File: src/rtl/traffic_intersection_ctrl.sv
// Two-way intersection controller: main street A, side street B, ped WALK.
// Moore FSM; lamps decode straight from the state register.
module traffic_intersection_ctrl #(
  parameter int T_GREEN_A = 8,
  parameter int T_GREEN_B = 6,
  parameter int T_YELLOW  = 3,
  parameter int T_ALLRED  = 1,
  parameter int T_WALK    = 5,
  parameter int CNT_W     = 8
) (
  input  logic       clk,
  input  logic       rst_n,
  input  logic       car_b,
  input  logic       ped_req,
  output logic       a_red,
  output logic       a_yellow,
  output logic       a_green,
  output logic       b_red,
  output logic       b_yellow,
  output logic       b_green,
  output logic       walk,
  output logic       ped_pending,
  output logic [2:0] state
);

  typedef enum logic [2:0] {
    A_GREEN    = 3'd0,
    A_YELLOW   = 3'd1,
    ALL_RED_AB = 3'd2,
    B_GREEN    = 3'd3,
    B_YELLOW   = 3'd4,
    ALL_RED_BA = 3'd5,
    PED_WALK   = 3'd6
  } phase_t;

  localparam logic [CNT_W-1:0] GA_END = CNT_W'(T_GREEN_A - 1);
  localparam logic [CNT_W-1:0] GB_END = CNT_W'(T_GREEN_B - 1);
  localparam logic [CNT_W-1:0] Y_END  = CNT_W'(T_YELLOW - 1);
  localparam logic [CNT_W-1:0] R_END  = CNT_W'(T_ALLRED - 1);
  localparam logic [CNT_W-1:0] W_END  = CNT_W'(T_WALK - 1);

  phase_t           cur;
  phase_t           nxt;
  logic [CNT_W-1:0] cnt;
  logic             ga_met;
  logic             enter_walk;

  // Code 7 passes through the cast and falls into the default arms.
  assign cur        = phase_t'(state);
  assign ga_met     = (cnt >= GA_END);
  assign enter_walk = (nxt == PED_WALK) && (cur != PED_WALK);

  always_comb begin
    nxt = cur;
    case (cur)
      A_GREEN:
        if (ga_met && (car_b || ped_pending)) nxt = A_YELLOW;
      A_YELLOW:
        if (cnt == Y_END) nxt = ALL_RED_AB;
      ALL_RED_AB:
        if (cnt == R_END) nxt = ped_pending ? PED_WALK : B_GREEN;
      B_GREEN:
        if (cnt == GB_END) nxt = B_YELLOW;
      B_YELLOW:
        if (cnt == Y_END) nxt = ALL_RED_BA;
      PED_WALK:
        if (cnt == W_END) nxt = ALL_RED_BA;
      ALL_RED_BA:
        if (cnt == R_END) nxt = A_GREEN;
      default:
        nxt = ALL_RED_BA;
    endcase
  end

  always_ff @(posedge clk) begin
    if (!rst_n) begin
      state       <= A_GREEN;
      cnt         <= '0;
      ped_pending <= 1'b0;
    end else begin
      state <= nxt;
      if (nxt != cur)
        cnt <= '0;
      else if (cur == A_GREEN && ga_met)
        cnt <= cnt;
      else
        cnt <= cnt + 1'b1;
      // A new press on the clearing edge is kept for the next round.
      ped_pending <= ped_req | (ped_pending & ~enter_walk);
    end
  end

  always_comb begin
    a_red    = 1'b1;
    a_yellow = 1'b0;
    a_green  = 1'b0;
    b_red    = 1'b1;
    b_yellow = 1'b0;
    b_green  = 1'b0;
    walk     = 1'b0;
    case (cur)
      A_GREEN: begin
        a_red   = 1'b0;
        a_green = 1'b1;
      end
      A_YELLOW: begin
        a_red    = 1'b0;
        a_yellow = 1'b1;
      end
      B_GREEN: begin
        b_red   = 1'b0;
        b_green = 1'b1;
      end
      B_YELLOW: begin
        b_red    = 1'b0;
        b_yellow = 1'b1;
      end
      PED_WALK: walk = 1'b1;
      default: ;
    endcase
  end

endmodule

File: config.mk
export PLATFORM = sky130hd
export DESIGN_NAME = traffic_intersection_ctrl
export DESIGN_NICKNAME = d
export VERILOG_FILES = /design/src/rtl/traffic_intersection_ctrl.sv
export SDC_FILE = /design/constraint.sdc
export NUM_CORES = 1
export LEC_CHECK = 0
export CAP_MARGIN = 20
export CORE_MARGIN = 2
export CORE_UTILIZATION = 45
export CTS_CLUSTER_SIZE = 40
export DETAILED_ROUTE_END_ITERATION = 8
export DONT_BUFFER_PORTS = 1
export SLEW_MARGIN = 10
export SYNTH_ARGS = -nofsm -noshare
export SYNTH_HDL_FRONTEND = slang
export SYNTH_SLANG_ARGS = --single-unit
export TNS_END_PERCENT = 50
File: constraint.sdc
create_clock -name clk -period 2.3 [get_ports clk]
set_input_delay 0.115 -clock clk [delete_from_list [all_inputs] [get_ports clk]]
set_output_delay 0.115 -clock clk [all_outputs]
set_load 0.1 [all_outputs]
# == Word-level counts from Yosys, hierarchy flattened ==
# Index checks and enable logic that the tools add are counted.
# word_totals
out_inout_bits,11
input_bits,4
ff_bits,12
elab_cells,46
# classes
bitwise,4
add_sub_neg,1
muxes,16
magnitude_cmp,1
n_reduce_logical,9
n_eq_ne,12
# ops
operator,count
3-bit 2-to-1 mux,8
3-bit one-hot mux with 7 select lines,1
"8-bit by 3-bit equality test with 1-bit output, second input constant",2
"3-bit equality test, second input constant",4
"8-bit by 1-bit adder with 8-bit output, second input constant",1
"8-bit by 2-bit equality test with 1-bit output, second input constant",1
"8-bit by 3-bit greater-or-equal comparator with 1-bit output, second input constant",1
8-bit logical NOT,1
1-bit 2-to-1 mux,7
"3-bit by 2-bit equality test with 1-bit output, second input constant",2
2-bit OR reduction,3
"3-bit by 1-bit equality test with 1-bit output, second input constant",1
1-bit logical AND,3
3-bit logical NOT,1
3-bit != test,1
"3-bit != test, second input constant",1
1-bit inverter,2
1-bit AND,1
1-bit logical OR,1
1-bit bitwise OR,1

# == Longest topological paths before layout ==
# logic_depth
depth_word,9
mapped_depth,7
depth_no_buf,7

# == Worst setup path before layout ==
# Ideal clock, no wire load.
# synth_path
path_type,reg2out
start,register state[0]
end,output port b_red
t_arrival_ns,3.797
slack_ns,-1.612
required_ns,2.185
path_stages_with_launch,6
path_buffers,2
path_cell_list,dfxtp_1 > buf_6 > clkbuf_1 > nand2_1 > nor2_1 > nor2_1
# synth_via
elab_chain_len,3
elab_cells_between_ends,4
cone_classes,2 x eq/ne; 1 x mux; 1 x reduce/logical
# synth_lines
item,line_no,rtl
start: declaration,23,output logic [2:0] state
start signal: assignment,81,state <= nxt;
3-bit by 2-bit equality test with 1-bit output or 3-bit equality test (tied branches),101,case (cur)
2-bit OR reduction (no source line) *,--,
1-bit 2-to-1 mux *,101,
end: declaration,18,"output logic b_red,"
# Mark *: on every way between the ends. The rest lies on a longest branch, timed or not.

# == Worst setup path after layout ==
# layout_path
start,register cnt[0]
end,register cnt[3]
# layout_via
elab_chain_len,6
elab_cells_between_ends,18
cone_classes,1 x add/sub; 1 x order compare; 4 x eq/ne; 8 x mux; 4 x reduce/logical
# layout_lines
item,line_no,rtl
start: declaration,44,logic [CNT_W-1:0] cnt;
start signal: assignment,85,cnt <= cnt;
start signal: assignment,87,cnt <= cnt + 1'b1;
8-bit by 3-bit greater-or-equal comparator with 1-bit output,50,assign ga_met = (cnt >= GA_END);
1-bit logical AND,57,if (ga_met && (car_b || ped_pending)) nxt = A_YELLOW;
3-bit 2-to-1 mux,57,
3-bit one-hot mux with 7 select lines,55,case (cur)
3-bit != test,82,if (nxt != cur)
2-bit OR reduction (no source line),--,
# Several ways; a longest one is shown, not always the timed one.
# A chain may end at the register's enable or synchronous reset.

==> results.tsv <==
stage	metric	value	unit
grt	pin count of the biggest net entering global routing	21	
worst_hold_path	Worst Hold Class	input port to flip-flop	
cts	H-tree level count	1	
cts	Clk Latency, worst-skew pair	0.27	ns
sta	setup slack after layout	0.168	ns
detailed_routing	Final ANT Viol Nets	0	
floorplan	Core ar.	0.00202	mm^2
place	GP Congestion	0.934	
run_status	status	finished clean	
final_layout	most frequent cells in the layout	nand3_1, buf_4, dfxtp_1	
detailed_routing	DR WL/cell	15.2	um
cts	# Post-CTS Setup Buffers	0	
final_layout	multi-input logic area	731	um^2
logic_synthesis	synthesized area per cell	8.02	um^2
floorplan	Initial Utilization	0.488	
power	P_leak	0.461	nW
logic_synthesis	Synth Net Count	131	
floorplan	row count	16	
logic_synthesis	number of distinct library cells after synthesis	47	
logic_synthesis	cell taking the most area after synthesis	dfxtp_1	
detailed_routing	drc violations	0	
logic_synthesis	predominant post-synthesis flop cell	dfxtp_1	
grt	GR Overflow Total	0	
sta	Max Clk Rate	469	MHz
place	pre-CTS setup slack	0.182	ns
final_layout	share of layout cells above drive strength 1	0.254	
floorplan	die area	0.00258	mm^2
logic_synthesis	FF+latch count, synth	12	
detailed_routing	via count	991	
cts	clock slew at reported path FFs	0.07	ns
setup_path	crit path launch type	flip-flop	
job	total of max-cap violations	0	
setup_path	crit path DAT	2.29	ns
place	IO buf count	0	
logic_synthesis	Mapped Area	986	um^2
setup_path	Req. time, crit path	2.46	ns
place	post-detail-place hpwl	1790	um
setup_path	critical path class	flip-flop to flip-flop	
cts	TritonCTS clock tree	done	
grt	first-pass GRT wire length	3610	um
grt	Total Routing Usage GR	0.186	
setup_path	kind of end point of the critical path	flip-flop	
sta	clock skew	0.000822	ns
power	Cell Pwr Density	398	mW/mm^2
setup_path	Critical Path Fanout Max	6	
sta	setup_tns	0	ns
sta	RSZ-0062 raised after global routing	no	
sta	Final Hold Violating Endpoints	0	
detailed_routing	drt first-iter violations	24	
logic_synthesis	register area share after synthesis	0.244	
cts	CTS Buffer Depth	2	
sta	Final Setup Violations	0	
grt	via count of the first global-routing pass	773	
logic_synthesis	Post-synth EDFFs	0	
grt	antenna violations before repair	0	
cts	root buffer cell	clkbuf_4	
sta	fin crit share	0.927	
sta	worst slew pin tran	0.434	ns
logic_synthesis	post-synth top area share	0.244	
floorplan	num ports	15	
final_layout	ANT cells	0	
sta	minimum clock period	2.13	ns
final_layout	Layout area overhead	20.9	%
sta	max-slew violations	0	
logic_synthesis	synth warn	0	
final_layout	FF+latch area	245	um^2
logic_synthesis	ranking of synthesized cells by area	dfxtp_1, nand3_1, ha_1	
cts	Num CTS Buffers	3	
floorplan	die width	50.8	um
logic_synthesis	synthesized netlist cell count	123	
cts	clk sink count	12	
final_layout	FILL cells	194	
power	IR drop worst, VDD	0.000290	V
logic_synthesis	Async SR Flop Fraction	0	
floorplan	Die Y-Extent	50.8	um
sta	slew margin rel.	0.710	
detailed_routing	DR pass1 iterations	4	
final_layout	Final Core Density	0.590	
detailed_routing	Vias/cell	6.16	
final_layout	final net count	144	
detailed_routing	Total Wirelength	2450	um
## final timing paths
path | from | end | slack [ns] | depth (start not counted)
max | cnt[0] | cnt[3] | 0.17 | 7
min | car_b | state[0] | 0.12 | 3
max reg2reg | cnt[0] | cnt[3] | 0.17 | 7
min reg2reg | cnt[5] | cnt[5] | 0.60 | 2
## cell families (layout without fill, tap and decap cells)
| logic type | Yosys count | after routing | synth area share |
|---|---|---|---|
| simple gates | 54 | 54 | 0.302 |
| compound gates | 33 | 33 | 0.272 |
| mux | 2 | 2 | 0.0203 |
| flops | 12 | 12 | 0.244 |
| xor+xnor | 5 | 5 | 0.0444 |
| fa+ha+maj | 4 | 4 | 0.0508 |
| buf+inv | 13 | 24 | 0.0673 |
## per-layer routing
layer  GRT usage  vias to the layer above  wire length [um]
met3      0.0263                        2               166
met4      0.0541                        0                27
met5           0                        -                 0
li1            -                      485                 -
met1       0.283                      462              1130
met2       0.270                       42              1120
## metrics by stage
step	hold slack, ns	area (um^2)	power, mW	cells
2_1_floorplan	0.232	1020	0.321	123
3_3_place_gp	0.236	1120	0.342	156
3_5_place_dp	0.240	1120	0.344	156
4_1_cts	0.122	1170	0.476	161
5_1_grt	0.122	1190	0.501	161
6_report	0.121	1190	0.475	161
## sequential cells by signal, summed over array words and instances, names as in the netlist
register     count
cnt              8
state            3
ped_pending      1
## critical path, cell delays in order, from the launching register on
cell       delay, ns
dfxtp_1         0.35
inv_1           0.14
ha_1            0.28
or4bb_1         0.51
a2111oi_4       0.43
a2111oi_4       0.13
nand2_2         0.12
a21oi_1         0.06
## synth_stat cells (2+ instances only)
library cell,number
nand2_1,7
a211oi_1,2
xnor2_1,2
o311a_1,2
mux2i_1,2
nor2_1,9
buf_6,2
and3_1,3
o31ai_1,2
ha_1,4
o21ai_0,3
dfxtp_1,12
nor2b_1,3
a21oi_1,6
o41ai_1,2
a31oi_1,2
nor3_1,2
clkbuf_1,3
nand3_1,13
nand2b_1,4
xor2_1,3
inv_1,5
a2111oi_2,3
o31a_1,2
buf_2,2
nand4_1,2
## what timing repair did
item                                    4_1_cts  5_1_grt
endpoints found under the setup margin        0        2
resized for setup                             0        2
hold endpoints to repair                      4        0
hold buffers                                  2        0
## where the power goes
part | switching [mW] | internal (mW)
sequential | 0.0152 | 0.217
clock | 0.0677 | 0.0606
combinational | 0.0727 | 0.0416
total | 0.156 | 0.319
## final cells by class
class,instances,share of cell area
clock buffers,3,0.0189
multi-input cells,98,0.613
repair buffers,16,0.115
well taps,27,0.0283
inverters,5,0.0189
flip-flops and latches,12,0.206
Note: power is estimated with default switching activity, not from simulation.
